### src/rtl/wb_cmd_master.sv
// Wishbone classic master that executes UART decoder commands (R/W/A/S).
// It has a one-entry command buffer, single read/write bus cycles with a timeout, and a soft-reset pulse generator.
module wb_cmd_master #(
    parameter int TIMEOUT_CYCLES = 256,
    parameter int AUTO_INC       = 1,
    parameter int RST_CYCLES     = 16
) (
    input  logic        clk,
    input  logic        rst_n,
    input  logic [33:0] cmd_word,
    input  logic        cmd_valid,
    output logic [31:0] wb_adr_o,
    output logic [31:0] wb_dat_o,
    input  logic [31:0] wb_dat_i,
    output logic        wb_we_o,
    output logic [3:0]  wb_sel_o,
    output logic        wb_cyc_o,
    output logic        wb_stb_o,
    input  logic        wb_ack_i,
    input  logic        wb_err_i,
    output logic [31:0] rsp_data,
    output logic [1:0]  rsp_status,
    output logic        rsp_valid,
    output logic        soft_rst_o,
    output logic        busy,
    output logic        ovf_o
);

    localparam logic [1:0] CMD_R = 2'b00;
    localparam logic [1:0] CMD_W = 2'b01;
    localparam logic [1:0] CMD_A = 2'b10;

    localparam int TW = $clog2(TIMEOUT_CYCLES);
    localparam int SW = $clog2(RST_CYCLES + 1);
    localparam logic [TW-1:0] T_LAST = TW'(TIMEOUT_CYCLES - 1);
    localparam logic [SW-1:0] S_LAST = SW'(RST_CYCLES - 1);

    typedef enum logic [1:0] {IDLE, BUS, SRST} state_t;

    state_t        state;
    logic [31:0]   adr_reg;
    logic [TW-1:0] timer;
    logic [SW-1:0] srst_cnt;
    logic          buf_valid;
    logic [33:0]   buf_word;

    logic          in_idle;
    logic          pop;
    logic          push;
    logic          dispatch;
    logic [33:0]   disp_word;

    // A buffered command always takes priority over a newly arriving one.
    always_comb begin
        in_idle   = (state == IDLE);
        pop       = in_idle && buf_valid;
        dispatch  = in_idle && (buf_valid || cmd_valid);
        disp_word = buf_valid ? buf_word : cmd_word;
        push      = cmd_valid && !(in_idle && !buf_valid);
    end

    always_ff @(posedge clk or negedge rst_n) begin
        if (!rst_n) begin
            buf_valid <= 1'b0;
            buf_word  <= '0;
            ovf_o     <= 1'b0;
        end else if (push) begin
            if (buf_valid && !pop) begin
                ovf_o <= 1'b1;
            end else begin
                buf_word  <= cmd_word;
                buf_valid <= 1'b1;
            end
        end else if (pop) begin
            buf_valid <= 1'b0;
        end
    end

    always_ff @(posedge clk or negedge rst_n) begin
        if (!rst_n) begin
            state      <= IDLE;
            adr_reg    <= '0;
            timer      <= '0;
            srst_cnt   <= '0;
            wb_adr_o   <= '0;
            wb_dat_o   <= '0;
            wb_we_o    <= 1'b0;
            wb_sel_o   <= 4'h0;
            wb_cyc_o   <= 1'b0;
            rsp_data   <= '0;
            rsp_status <= 2'b00;
            rsp_valid  <= 1'b0;
            soft_rst_o <= 1'b0;
        end else begin
            rsp_valid <= 1'b0;
            case (state)
                IDLE: begin
                    if (dispatch) begin
                        case (disp_word[33:32])
                            CMD_A: adr_reg <= disp_word[31:0];
                            CMD_R, CMD_W: begin
                                wb_cyc_o <= 1'b1;
                                wb_sel_o <= 4'hF;
                                wb_we_o  <= (disp_word[33:32] == CMD_W);
                                wb_adr_o <= adr_reg;
                                wb_dat_o <= (disp_word[33:32] == CMD_W) ? disp_word[31:0] : 32'h0;
                                timer    <= '0;
                                state    <= BUS;
                            end
                            default: begin
                                adr_reg    <= '0;
                                soft_rst_o <= 1'b1;
                                srst_cnt   <= S_LAST;
                                state      <= SRST;
                            end
                        endcase
                    end
                end
                BUS: begin
                    if (wb_err_i || wb_ack_i || (timer == T_LAST)) begin
                        wb_cyc_o  <= 1'b0;
                        wb_sel_o  <= 4'h0;
                        wb_we_o   <= 1'b0;
                        rsp_valid <= 1'b1;
                        if (wb_err_i) begin
                            rsp_status <= 2'b01;
                        end else if (wb_ack_i) begin
                            rsp_status <= 2'b00;
                        end else begin
                            rsp_status <= 2'b10;
                        end
                        // A failed read reports zero data; a write echoes what was driven.
                        if (wb_we_o) begin
                            rsp_data <= wb_dat_o;
                        end else if (!wb_err_i && wb_ack_i) begin
                            rsp_data <= wb_dat_i;
                        end else begin
                            rsp_data <= 32'h0;
                        end
                        if (AUTO_INC != 0) begin
                            adr_reg <= adr_reg + 32'd4;
                        end
                        state <= IDLE;
                    end else begin
                        timer <= timer + TW'(1);
                    end
                end
                SRST: begin
                    if (srst_cnt == '0) begin
                        soft_rst_o <= 1'b0;
                        state      <= IDLE;
                    end else begin
                        srst_cnt <= srst_cnt - SW'(1);
                    end
                end
                default: state <= IDLE;
            endcase
        end
    end

    assign wb_stb_o = wb_cyc_o;
    assign busy     = (state != IDLE) || buf_valid;

endmodule

### config.mk
export PLATFORM = sky130hd
export DESIGN_NAME = wb_cmd_master
export DESIGN_NICKNAME = d
export VERILOG_FILES = /design/src/rtl/wb_cmd_master.sv
export SDC_FILE = /design/constraint.sdc
export NUM_CORES = 1
export LEC_CHECK = 0
export BUFFER_PORTS_ARGS = -buffer_cell sky130_fd_sc_hd__buf_2
export CAP_MARGIN = 20
export CORE_MARGIN = 1.5
export CORE_UTILIZATION = 45
export CTS_CLUSTER_SIZE = 12
export DETAILED_ROUTE_END_ITERATION = 10
export PLACE_DENSITY = 0.68
export SETUP_SLACK_MARGIN = 0.4
export SYNTH_ARGS = -nofsm -noshare
export SYNTH_HDL_FRONTEND = slang
export SYNTH_SLANG_ARGS = --single-unit
### constraint.sdc
create_clock -name clk -period 1.8 [get_ports clk]
set_input_delay 0.18 -clock clk [delete_from_list [all_inputs] [get_ports clk]]
set_output_delay 0.18 -clock clk [all_outputs]
set_load 0.02 [all_outputs]
# Yosys cells after proc, flatten, opt, wreduce, memory -nomap -nowiden
# Cells that the tools add are included.
[totals]
inputBits = 71
register_bits = 189
word_cells = 112
output_inout_bits = 109
[classes]
bitwise = 1
reduce_logical = 34
n_mux = 43
add_sub_neg = 3
eq_ne = 15
[ops]
columns = ["cell", "count"]
rows = [
  ["32-bit two-way mux", 5],
  ["32-bit case mux with 2 select lines", 2],
  ["34-bit two-way mux", 1],
  ["32-bit by 3-bit adder with 32-bit output, second input constant", 1],
  ["8-bit two-way mux", 3],
  ["4-bit AND reduction", 6],
  ["2-bit != test, second input constant", 8],
  ["8-bit case mux with 2 select lines", 1],
  ["5-bit two-way mux", 3],
  ["1-bit two-way mux", 13],
  ["4-bit two-way mux", 3],
  ["2-bit two-way mux", 5],
  ["5-bit case mux with 2 select lines", 1],
  ["8-bit by 1-bit adder with 8-bit output, second input constant", 1],
  ["8-bit == test, second input constant", 1],
  ["4-bit case mux with 2 select lines", 1],
  ["2-bit AND reduction", 4],
  ["2-bit nonzero test", 4],
  ["1-bit logical AND", 6],
  ["1-bit case mux with 2 select lines", 3],
  ["2-bit case mux with 3 select lines", 1],
  ["5-bit logical NOT", 1],
  ["5-bit by 1-bit subtractor with 5-bit output, second input constant", 1],
  ["2-bit by 1-bit == test with 1-bit output, second input constant", 2],
  ["10 further kinds", 19],
]

# Longest topological paths before layout
[depth]
word_depth = 6
mapped_depth = 9
mapped_depth_nobuf = 7

# Least setup slack after synthesis
# OpenSTA, ideal clock, no wires.
[synth_path]
kind = "register to register"
startpoint = "register timer[0]"
endpoint = "register adr_reg[17]"
path_stages_with_launch = 9
synth_period_minus_slack_ns = 1.974
setup_time_ns = 0.119
setup_slack_ns = -0.174
required_time_ns = 1.681
path_buffers = 2
arrival_time_ns = 1.855
path_cell_list = "dfrtp_1 -> ha_1 -> nand3_1 -> o21ai_0 -> o21ai_0 -> clkbuf_1 -> clkbuf_1 -> a21oi_1 -> o21a_1"
[synth_between]
elab_chain_cells = 4
[synth_rtl]
columns = ["element", "line_no", "text"]
rows = [
  ["from (decl)", "42", "logic [TW-1:0] timer;"],
  ["from (signal assigned)", "145", "timer <= timer + TW'(1);"],
  ["8-bit == test", "120", "if (wb_err_i || wb_ack_i || (timer == T_LAST)) begin"],
  ["1-bit logical OR", "120", ""],
  ["2-bit != test (no source line)", "n/a", ""],
  ["4-bit AND reduction (no source line)", "n/a", ""],
  ["to (signal assigned)", "100", "CMD_A: adr_reg <= disp_word[31:0];"],
  ["to (signal assigned)", "141", "adr_reg <= adr_reg + 32'd4;"],
  ["to (decl)", "41", "logic [31:0] adr_reg;"],
]
# Every way passes these cells.
# A chain may end at the register's enable or synchronous reset.

# Worst setup path in the final report
[layout_path]
startpoint = "register timer[0]"
endpoint = "register rsp_data[30]"
[layout_between]
elab_chain_cells = 3
[layout_rtl]
columns = ["element", "line_no", "text"]
rows = [
  ["8-bit == test", "120", ""],
  ["1-bit logical OR", "120", ""],
  ["2-bit AND reduction (no source line)", "n/a", ""],
  ["to (signal assigned)", "134", "rsp_data <= wb_dat_o;"],
  ["to (signal assigned)", "136", "rsp_data <= wb_dat_i;"],
  ["to (decl)", "21", "output logic [31:0] rsp_data,"],
]
# Every way passes these cells.

==> impl_metrics.py <==
metrics = {
    "timing": {
        "clock.fmax_ghz": 0.540,
        "min_period_ns": 1.85,
        "period_share": 1.03,
        "drv_slew": 0,
        "slew_headroom": 0.616,
        "fin_ws_ns": -0.0518,
        "rsz0062_at_grt": "yes",
        "setup_violations": 28,
        "holdWs_ns": -0.000385,
        "worst_slew_pin_slew_ns": 0.561,
        "hold_viol": 1,
        "clock-skew-final_ns": 0.0126,
    },
    "layout": {
        "drive_gt1_frac": 0.557,
        "fillers": 1091,
        "n_antenna_cell": 0,
        "num-nets-final": 1230,
        "stdcell_count": 1403,
        "fin_area_um2": 14200,
        "final_common_cell": "dfrtp_1",
        "regMostFlops": "buf_word",
        "largest_reg_flops": 34,
        "syn_to_final_growth_pct": 63.6,
        "final_cell_mix": "dfrtp_1 (181), buf_2 (178), buf_4 (99)",
    },
    "floorplanning": {
        "initial_core_util": 0.461,
        "row_count": 50,
        "io_pins": 180,
        "dieArea_um2": 20100,
        "die_h_um": 142,
        "core_um2": 18800,
        "die_w_um": 142,
    },
    "grt": {
        "antenna_found_initial": 0,
        "grt_overflow": 0,
        "grt_max_degree": 65,
        "grt_pass1_wl_um": 41300,
        "gr-usage-all-layers": 0.267,
        "grt_pass1_vias": 7394,
    },
    "worst_setup_path": {
        "critPathLaunchType": "flip-flop",
        "cp.required_ns": 2.14,
        "r2r_slack_ns": -0.05,
        "slowest_stage": "dfrtp_1",
        "crit_chain": "ha_4 > nand3_4 > o21ai_4 > nand2_4 > buf_12 > clkbuf_16 > a221oi_2 > nor2_1",
        "max_stage_delay_ns": 0.41,
        "path_class": "flip-flop to flip-flop",
        "critical_path_peak_fanout": 7,
        "rr_worst_depth": 8,
        "crit_path_end_kind": "flip-flop",
        "cp.buffers_inverters": 2,
        "crit_arrival_ns": 2.20,
        "critical-path-top-delay-family": "compound AO/OA/AOI/OAI gates",
        "crit_cells": 8,
    },
    "synthesis": {
        "synthXorXnorAreaFrac": 0,
        "avgSynthCellArea_um2": 10.6,
        "synth_seq_cells": 185,
        "yosys_warnings": 0,
        "synth_top_cell_area_share": 0.535,
        "synth-simple-area-share": 0.131,
        "ys_types": 62,
        "synth_top_family_by_area": "compound AO/OA/AOI/OAI gates",
        "synth_compound_area_frac": 0.173,
        "ys_async_sr_fraction": 1.00,
        "synth_area_leader_cell": "dfrtp_1",
        "synth-edff-count": 0,
        "synth_fp_nets": 888,
        "ys.flop_type": "dfrtp_1",
        "synthMuxAreaShare": 0.118,
        "synth.area.top_cells": "dfrtp_1 (53%), mux2_2 (8.1%), nor2_1 (3.9%)",
        "synthCells": 814,
        "ys_seq_area_frac": 0.535,
        "synthAdderAreaFrac": 0.00549,
        "syn-cell-area_um2": 8660,
    },
    "cts": {
        "cts_inserted_buffers": 17,
        "clockBufferDepth": 2,
        "htree_levels": 4,
        "cts.sinks": 185,
        "clkSlewWorstSetupHoldPaths_ns": 0.08,
        "root_buffer": "clkbuf_16",
        "clkLatencyLatePin_ns": 0.45,
        "cts_tree": "built",
    },
    "run_status": {
        "outcome": "finished with violations",
        "violations": "negative hold slack, negative setup slack",
    },
    "routing": {
        "wl_per_cell_um": 23.2,
        "wl_um": 32600,
        "drt-vias-per-instance": 6.06,
        "vias": 8506,
        "first_pass_iters": 5,
        "route.detailed.drc": 0,
        "drtIter0Drc": 680,
        "ant_nets": 0,
    },
    "power_and_ir_drop": {
        "leakage_nw": 6.59,
        "p_per_area_nw_per_um2": 1920,
        "vdd_ir_drop_max_v": 0.00116,
    },
    "place": {
        "dpl_cell_area_um2": 11000,
        "post-dp-hpwl_um": 17700,
        "place_inst": 1262,
        "place_congestion": 0.917,
        "port_buffers": 179,
    },
    "run": {
        "maxCapViolCount": 0,
    },
    "hold_path": {
        "hold_path_depth": 3,
        "hold_path_class": "primary input to flip-flop",
    },
}
[what timing repair did]
item                                   4_1_cts  5_1_grt
hold buffers                                35        1
setup buffers                               28       25
pin swaps                                   26       56
setup endpoints to repair                  183      186
endpoints found under the hold margin       90        1
gates cloned                                 4       16
resized for setup                           75      209
[layout make-up]
cell class / instances / area, µm² / area share
multi-input combinational: 556 / 5280 / 0.373
clock buffer: 18 / 429 / 0.0303
clock inverter: 14 / 164 / 0.0116
sequential: 185 / 4630 / 0.327
inverter: 10 / 50.0 / 0.00353
tap: 234 / 293 / 0.0207
timing repair buffer: 386 / 3310 / 0.234
[through the flow]
step | worst slack (ns) | power, mW | utilization | hold slack (ns) | setup TNS, ns
detailed placement | -0.0149 | 18.3 | 0.587 | 0.211 | -0.0149
CTS | 0.0579 | 23.2 | 0.669 | 0.000912 | 0
global placement | -0.0133 | 18.1 | 0.587 | 0.208 | -0.0133
floorplan | 0.0531 | 14.8 | - | -0.116 | 0
finish | -0.0518 | 27.2 | 0.755 | -0.000385 | -0.494
global route | -0.122 | 28.3 | 0.755 | 0.00388 | -3.20
[power breakdown]
part | internal [mW] | leakage, nW | switching [mW]
sequential | 6.00 | 2.31 | 1.86
combinational | 7.24 | 3.99 | 8.15
clock | 2.09 | 0.286 | 1.84
[routing by layer]
layer  wire [µm]  track usage  part of all wire  up-vias
met3        2060       0.0415             0.063      110
met4        1280       0.0944             0.039        0
met1       13100        0.383              0.40     4250
met5           0            0                 0        -
met2       16100        0.414              0.49      452
li1            -            -                 -     3694
[worst reg2reg max path: cells and delay by family, from the launching register on]
kind	cells	cell delay [ns]
flops	1	0.41
fa+ha+maj	1	0.17
simple gates	3	0.32
compound gates	2	0.47
buf+inv	2	0.37
[path summary, 6_finish.rpt]
path	start	end
max	timer[0]	rsp_data[30]
min	wb_dat_i[7]	rsp_data[7]
max reg2reg	timer[0]	rsp_data[30]
min reg2reg	wb_adr_o[11]	wb_adr_o[11]
max in group asynchronous	rst_n	wb_dat_o[10]
min in group asynchronous	rst_n	wb_adr_o[3]
[cells in the mapped netlist, types with 5 or more instances]
| master | n |
|---|---|
| nand3_1 | 20 |
| nor2_1 | 90 |
| mux2i_1 | 32 |
| a2bb2oi_1 | 10 |
| nor3_1 | 11 |
| and3_1 | 5 |
| a21oi_1 | 31 |
| nand2_1 | 76 |
| clkbuf_1 | 43 |
| o21ai_0 | 52 |
| inv_1 | 9 |
| nand4_1 | 9 |
| dfrtp_1 | 185 |
| a221oi_1 | 32 |
| mux2_2 | 62 |
| buf_4 | 6 |
| buf_2 | 12 |
| o32a_1 | 8 |
| o31ai_1 | 34 |
| a31oi_1 | 8 |
[logic make-up (layout without fill, tap and decap cells)]
family                     after synthesis  count (layout)
AOI/OAI and AO/OA                      216             216
adders and majority gates                4               4
and+or+nand+nor                        242             242
muxes                                   94              94
buffers and inverters                   73             428
DFF                                    185             185
(Power assumes the default switching activity.)
